## src/rtl/addr_adder_arbiter.sv

```systemverilog
// Round-robin share of one address adder between branch-target (req0) and base+offset (req1) requesters.
// Sum registered one cycle after accept; accepts while draining, holds result and grants nothing under res_ready=0.
module addr_adder_arbiter #(
  parameter int WIDTH = 16
) (
  input  logic             clk,
  input  logic             reset,
  input  logic             req0_valid,
  input  logic [WIDTH-1:0] req0_a,
  input  logic [WIDTH-1:0] req0_b,
  output logic             req0_ready,
  input  logic             req1_valid,
  input  logic [WIDTH-1:0] req1_a,
  input  logic [WIDTH-1:0] req1_b,
  output logic             req1_ready,
  output logic             res_valid,
  output logic             res_id,
  output logic [WIDTH-1:0] res_data,
  input  logic             res_ready,
  output logic [7:0]       busy_cnt
);

  typedef enum logic {EMPTY = 1'b0, FULL = 1'b1} state_t;

  typedef struct packed {
    logic             id;
    logic [WIDTH-1:0] data;
  } res_t;

  state_t           state, state_nxt;
  res_t             res_q;
  logic             rr_ptr;
  logic             can_accept;
  logic             grant_vld;
  logic             grant_id;
  logic             both_vld;
  logic [WIDTH-1:0] op_a, op_b, sum;

  always_ff @(posedge clk) begin
    if (reset) state <= EMPTY;
    else       state <= state_nxt;
  end

  always_comb begin
    state_nxt = state;
    case (state)
      EMPTY:   if (grant_vld) state_nxt = FULL;
      FULL:    if (!grant_vld && res_ready) state_nxt = EMPTY;
      default: state_nxt = EMPTY;
    endcase
  end

  // Readies are suppressed during reset so no beat is handed over only to be discarded.
  always_comb begin
    both_vld   = req0_valid && req1_valid;
    can_accept = !reset && ((state == EMPTY) || res_ready);
    grant_id   = both_vld ? rr_ptr : req1_valid;
    grant_vld  = can_accept && (req0_valid || req1_valid);
    req0_ready = grant_vld && !grant_id;
    req1_ready = grant_vld && grant_id;
  end

  assign op_a = grant_id ? req1_a : req0_a;
  assign op_b = grant_id ? req1_b : req0_b;
  assign sum  = op_a + op_b;

  always_ff @(posedge clk) begin
    if (reset) begin
      res_q    <= '0;
      rr_ptr   <= 1'b0;
      busy_cnt <= 8'd0;
    end else begin
      if (grant_vld) res_q <= '{id: grant_id, data: sum};
      if (grant_vld && both_vld) rr_ptr <= ~grant_id;
      if ((state == FULL) && !res_ready && (busy_cnt != 8'd255))
        busy_cnt <= busy_cnt + 8'd1;
    end
  end

  assign res_valid = (state == FULL);
  assign res_id    = res_q.id;
  assign res_data  = res_q.data;

endmodule
```

## config.mk

```make
export PLATFORM = sky130hd
export DESIGN_NAME = addr_adder_arbiter
export DESIGN_NICKNAME = d
export VERILOG_FILES = /design/src/rtl/addr_adder_arbiter.sv
export SDC_FILE = /design/constraint.sdc
export NUM_CORES = 1
export LEC_CHECK = 0
export ABC_AREA = 0
export CAP_MARGIN = 20
export CORE_MARGIN = 5
export CORE_UTILIZATION = 45
export DETAILED_ROUTE_END_ITERATION = 16
export PLACE_DENSITY_LB_ADDON = 0.08
export SLEW_MARGIN = 10
export SYNTH_ARGS = -nofsm -noshare
export SYNTH_HDL_FRONTEND = slang
export SYNTH_SLANG_ARGS = --single-unit
```

## constraint.sdc

```tcl
create_clock -name clk -period 8.43 [get_ports clk]
set_input_delay 2.529 -clock clk [delete_from_list [all_inputs] [get_ports clk]]
set_output_delay 2.529 -clock clk [all_outputs]
set_load 0.05 [all_outputs]
```

==> impl_results.md, run 1 <==
- Worst Max-Slew Pin Slew: 530 ps
- Post-route DRC: 0
- CP required: 5900 ps
- Yosys warning count: 0
- Final #Nets: 420
- Vias per std cell: 5.26
- Max-slew headroom: 64.5%
- Post-Syn Area per Cell: 8.73 um2
- N_diodes: 0
- DP HPWL: 4370 um
- Ports: 97
- Final hold violations: 0
- Final period util: 85.3%
- Insertion delay to the later sink of the worst-skew pair: 260 ps
- Die X: 78.7 um
- Commonest non-fill, non-tap cells in the layout: clkdlybuf4s50_1, dfxtp_1, mux2_2, nor2_1, o21ai_1
- CTS tree: done
- Clock Path Buffers: 2
- EDFF count, synth: 0
- Final setup violating endpoints: 0
- Antenna viol nets, final: 0
- Critical Path End Type: output port
- P_sw: 0.201 mW
- CP Launch Type: primary input
- Largest net degree at the start of global routing: 35
- GRT met3 Usage: 2.98%
- I/O Buffers: 96
- Switching portion of total power: 40.1%
- CTS Buf Count: 3
- Drt first pass iters: 4
- Hold slack: 463 ps
- Share of layout cells above drive strength 1: 9.91%
- Syn-to-layout area delta: 49.6%
- Asr flop ratio synth: 0%
- VDD IR max: 0.0751 mV
- Final wirelength: 5270 um
- CTS H-tree lvls: 1
- Worst-path maximum fanout: 34
- Rows: 25
- Post-DR wirelength/cell: 13.6 um
- Synth Register Bits: 27
- Final Critical Period: 7190 ps
- GRT overflow: 0
- Clock root buffer master: clkbuf_8
- Setup TNS Final: 0 ps
- Power Internal: 0.300 mW
- Die Y-Extent: 78.7 um
- Most Used Layer, Global Route: met2
- Leading cell type in the layout, fill and taps excluded: clkdlybuf4s50_1
- Total GRT Usage: 16.4%
- Initial antenna violation count: 0
- Drt first-iter violations: 77
- Setup Skew: 3.72 ps
- First-pass GRT wire length: 8500 um
- Met2 Use GR: 28.9%
- Post-synthesis instance total: 243
- Worst hold path class: reg2reg
- Net Count, Synth: 329
- Mux contribution to synthesized area: 17.6%
- Sequential fraction of design power: 31.1%
- Postcts setup bufs: 0
- Routability cong.: 0.850
- Clock transition at path regs: 80 ps
- Die ar.: 6190 um2
- Top_reg_cell synth: dfxtp_1
- Post-Synth XOR/XNOR Area: 8.67%
- Max Freq: 139 MHz
- Synth Area in Simple Gates: 15.2%
- Mapped Area: 2120 um2
- GR Layer Usage met1: 20.3%
- Pwr/cell area: 158 nW/um2
- Initial core utilization: 45.5%
- Sequential element share of the synthesized area: 25.5%
- Arr. time, crit path: 4660 ps
- Pleak: 1.23 nW
- Max_cap viols: 0
- Core Footprint: 4660 um2
- Max Slew Vio Count: 0
- Number of hold buffers added after CTS: 0
- Largest family of logic cells by synthesized area: compound AO/OA/AOI/OAI gates
- Distinct cells, synth: 40
- RSZ-0062 raised after global routing: false
- Number of global-route vias before repair: 1978
- R2r setup slk: 5230 ps
- Synth Area in Compound Gates: 19.6%
- CP Class: in2out
- Adder-cell share of the synthesized area: 10.4%
- Via count: 2037
- Gate power share: 54.9%
- # resized after CTS: 0
- Status: completed
- Clock share of power: 14.0%
- Clock Sinks: 27
cells by family (layout without fill, tap and decap cells):
kind of cell,count (synthesis),in the layout
AO/OA/AOI/OAI,62,62
XOR/XNOR,21,21
adder cells (fa/ha/maj),17,17
buffers and inverters,16,106
flip-flops,27,27
multiplexers,33,33
AND/OR/NAND/NOR,67,67
through the flow:
stage | instance area [um2] | total power, mW | worst slack (ps) | utilization (%) | cells
after floorplan | 2120 | 0.341 | 2080 | - | 243
after global placement | 3130 | 0.430 | 1310 | 67.1 | 383
after detailed placement | 3130 | 0.435 | 1260 | 67.1 | 383
after CTS | 3170 | 0.504 | 1250 | 68.1 | 387
after global routing | 3170 | 0.533 | 1100 | 68.1 | 387
final | 3170 | 0.501 | 1240 | 68.1 | 387
cell usage after synthesis, drive strengths merged, types with 2 or more instances:
cell    count  share of area [%]
buf         3               0.71
o21ai      25                6.3
a31o        3                1.2
or3         2               0.59
a31oi       4                2.6
a21oi      16                3.8
and3        4                1.2
nand3      17                4.0
a21o        5                1.8
nor2       18                3.2
dfxtp      27                 25
ha         16                9.4
xor2       11                4.5
mux2i       2               0.94
nand2      15                2.7
mux2       31                 17
clkbuf      9                1.6
xnor2      10                4.1
inv         4               0.71
nand4       6                2.1
nand2b      2               0.59
o31ai       2               0.71
final timing paths:
check / from / to / depth (start not counted)
worst max register to register: rr_ptr / res_data[12] / 11
worst max-delay path: reset / req1_ready / 6
worst min register to register: res_data[11] / res_data[11] / 2
worst min-delay path: res_data[11] / res_data[11] / 2
critical path, stage by stage:
cell and delay (ps):
clkdlybuf4s50_1 640, nor2_1 250, nand2_1 70, buf_4 250, nor2_1 120, clkdlybuf4s50_1 810
sequential cells by signal, indices dropped and copies added (netlist names):
| name | flops |
|---|---|
| rr_ptr | 1 |
| res_id | 1 |
| busy_cnt | 8 |
| res_valid | 1 |
| res_data | 16 |
per-layer routing:
layer,routed length (um),share of wire [%],vias to the layer above
li1,-,-,1061
met3,291,5.5,6
met4,56,1.1,0
met1,2420,46,900
met2,2510,48,70
met5,0,0,-
power groups by stage:
| stage | Clock [mW] | Combinational (mW) | Sequential, mW |
|---|---|---|---|
| 2_1_floorplan | 0 | 0.124 | 0.217 |
| 3_3_place_gp | 0 | 0.272 | 0.158 |
| 3_5_place_dp | 0 | 0.276 | 0.159 |
| 4_1_cts | 0.0712 | 0.277 | 0.156 |
| 5_1_grt | 0.0789 | 0.296 | 0.158 |
| 6_report | 0.0700 | 0.275 | 0.156 |
cell type report:
class,instances,area (um2)
fillers,406,1490
inverters,4,15.0
multi-input cells,200,1530
well taps,54,67.6
clock buffers,4,45.0
flip-flops and latches,27,541
repair buffers,98,976
Power figures use the tool's default switching activity.
==> inputs of run 2 (changes only) <==
Settings changed: CAP_MARGIN 20 to 25, GPL_TIMING_DRIVEN set to 0.
==> impl_results.md, run 2 (synthesized netlist as in run 1, its figures left out) <==
- Status: completed
- Dpl cells: 393 (+2.6%)
- CP required: 5900 ps (about the same)
- Vias per std cell: 5.32 (+1.0%)
- CTS H-tree lvls: 1 (unchanged)
- GRT met3 Usage: 2.87% (-0.11 points)
- GRT overflow: 0 (unchanged)
- Post-route DRC: 0 (unchanged)
- Clock Path Buffers: 2 (unchanged)
- Total GRT Usage: 17.8% (+1.3 points)
- Clock Sinks: 27 (unchanged)
- Max Freq: 133 MHz (-4.2%)
- Area of the multi-input gates: 1520 um2 (-0.74%)
- Number of global-route vias before repair: 2074 (+4.9%)
- Share of layout cells above drive strength 1: 9.91% (about the same)
- Setup Skew: 3.89 ps (+0.176 ps)
- Critical Path End Type: output port
- Layout fillers: 403 (-0.74%)
- Rows: 25 (unchanged)
- Die ar.: 6190 um2 (unchanged)
- Commonest non-fill, non-tap cells in the layout: clkdlybuf4s50_1, dfxtp_1, o21ai_1
- Setup TNS Final: 0 ps (unchanged)
- Final period util: 89.1% (+3.7 points)
- Via count: 2111 (+3.6%)
- Antenna viol nets, final: 0 (unchanged)
- Final hold violations: 0 (unchanged)
- Worst Max-Slew Pin Slew: 673 ps (+143 ps)
- VDD IR max: 0.0641 mV (-15%)
- Final Critical Period: 7510 ps (+315 ps)
- Initial antenna violation count: 0 (unchanged)
- Arr. time, crit path: 4980 ps (+320 ps)
- CTS tree: done
- Worst-path maximum fanout: 10 (-71%)
- Die Y-Extent: 78.7 um (unchanged)
- Final wirelength: 5590 um (+6.0%)
- CP Class: in2out
- # resized after CTS: 0 (unchanged)
- Max_cap viols: 0 (unchanged)
- GR Layer Usage met1: 21.6% (+1.3 points)
- Routability cong.: 0.909 (+6.9%)
- Reg area: 541 um2 (unchanged)
- Postcts setup bufs: 0 (unchanged)
- Hold path cells: 2 (unchanged)
- Finished Layout Cells: 397 (+2.6%)
- R2r setup slk: 4840 ps (-390 ps)
- Drt first-iter violations: 51 (-34%)
- Pleak: 1.24 nW (+0.97%)
- DP HPWL: 4740 um (+8.3%)
- Most Used Layer, Global Route: met2
- Max Slew Vio Count: 0 (unchanged)
- R2R depth: 11 (unchanged)
- Largest register FFs: 16 (unchanged)
- RSZ-0062 raised after global routing: false
- First-pass GRT wire length: 9160 um (+7.8%)
- Met2 Use GR: 32.6% (+3.7 points)
- Largest net degree at the start of global routing: 16 (-54%)
- Core Footprint: 4660 um2 (unchanged)
- Die X: 78.7 um (unchanged)
- Ports: 97 (unchanged)
- Clock root buffer master: clkbuf_8
- Insertion delay to the later sink of the worst-skew pair: 270 ps (about the same)
- Post-DR wirelength/cell: 14.1 um (+3.3%)
- Final setup violating endpoints: 0 (unchanged)
- I/O Buffers: 96 (unchanged)
- Max-slew headroom: 54.8% (-9.7 points)
- Worst hold path class: reg2reg
- Pwr/cell area: 158 nW/um2 (about the same)
- Syn-to-layout area delta: 50.7%
- Initial core utilization: 45.5% (unchanged)
- Leading cell type in the layout, fill and taps excluded: clkdlybuf4s50_1
- CP Launch Type: primary input
- Clock transition at path regs: 90 ps (about the same)
- Post-route cell area: 3200 um2 (+0.75%)
- Number of hold buffers added after CTS: 0 (unchanged)
- N_diodes: 0 (unchanged)
- Drt first pass iters: 4 (unchanged)
- Final #Nets: 430 (+2.4%)
- Area post-placement: 3150 um2 (+0.72%)
- CTS Buf Count: 3 (unchanged)
-- run 2: changes by cell type in the layout (fill, tap and decap cells not counted), sizes merged --
| cell | previous run | this run |
|---|---|---|
| clkbuf | 4 | 12 |
| buf | 2 | 3 |
| clkinv | 0 | 1 |
-- run 2: per-stage QoR --
step                      worst slack [ps]  hold slack [ps]  utilization [%]  total power [mW]
final                                  922              458             68.6             0.504
after CTS                              907              462             68.6             0.508
after global routing                   776              490             68.6             0.535
after global placement                 923              445             67.6             0.432
after floorplan                       2080              479                -             0.341
after detailed placement               918              449             67.6             0.436
-- run 2: final cells by class --
class                           instances  area share, %
Multi-Input combinational cell        200           47.5
Timing Repair Buffer                   96           30.1
Sequential cell                        27           16.9
Tap cell                               54           2.11
Buffer                                 12           1.53
Clock buffer                            3           1.29
Inverter                                4          0.470
Clock inverter                          1          0.157
-- run 2: worst paths after layout --
| kind | startpoint | endpoint |
|---|---|---|
| max reg2reg | rr_ptr | res_data[12] |
| max | req0_valid | req0_ready |
| min reg2reg | res_id | res_id |
| min | res_id | res_id |
-- run 2: layer usage --
| metal | vias up | wire, um | share of wire (%) |
|---|---|---|---|
| met2 | 72 | 2670 | 48 |
| met1 | 955 | 2490 | 45 |
| li1 | 1080 | - | - |
| met5 | - | 0 | 0 |
| met4 | 0 | 44 | 0.79 |
| met3 | 4 | 383 | 6.9 |
-- run 2: worst max-delay path, cell delays in order --
cell and delay (ps):
clkdlybuf4s50_1 530, inv_2 40, o21ai_1 530, buf_2 360, and3_1 190, clkdlybuf4s50_1 810
-- run 2: report_power, final --
| part | total (mW) | internal, mW | switching [mW] |
|---|---|---|---|
| combinational | 0.277 | 0.120 | 0.157 |
| sequential | 0.155 | 0.145 | 0.00995 |
| clock | 0.0715 | 0.0331 | 0.0384 |
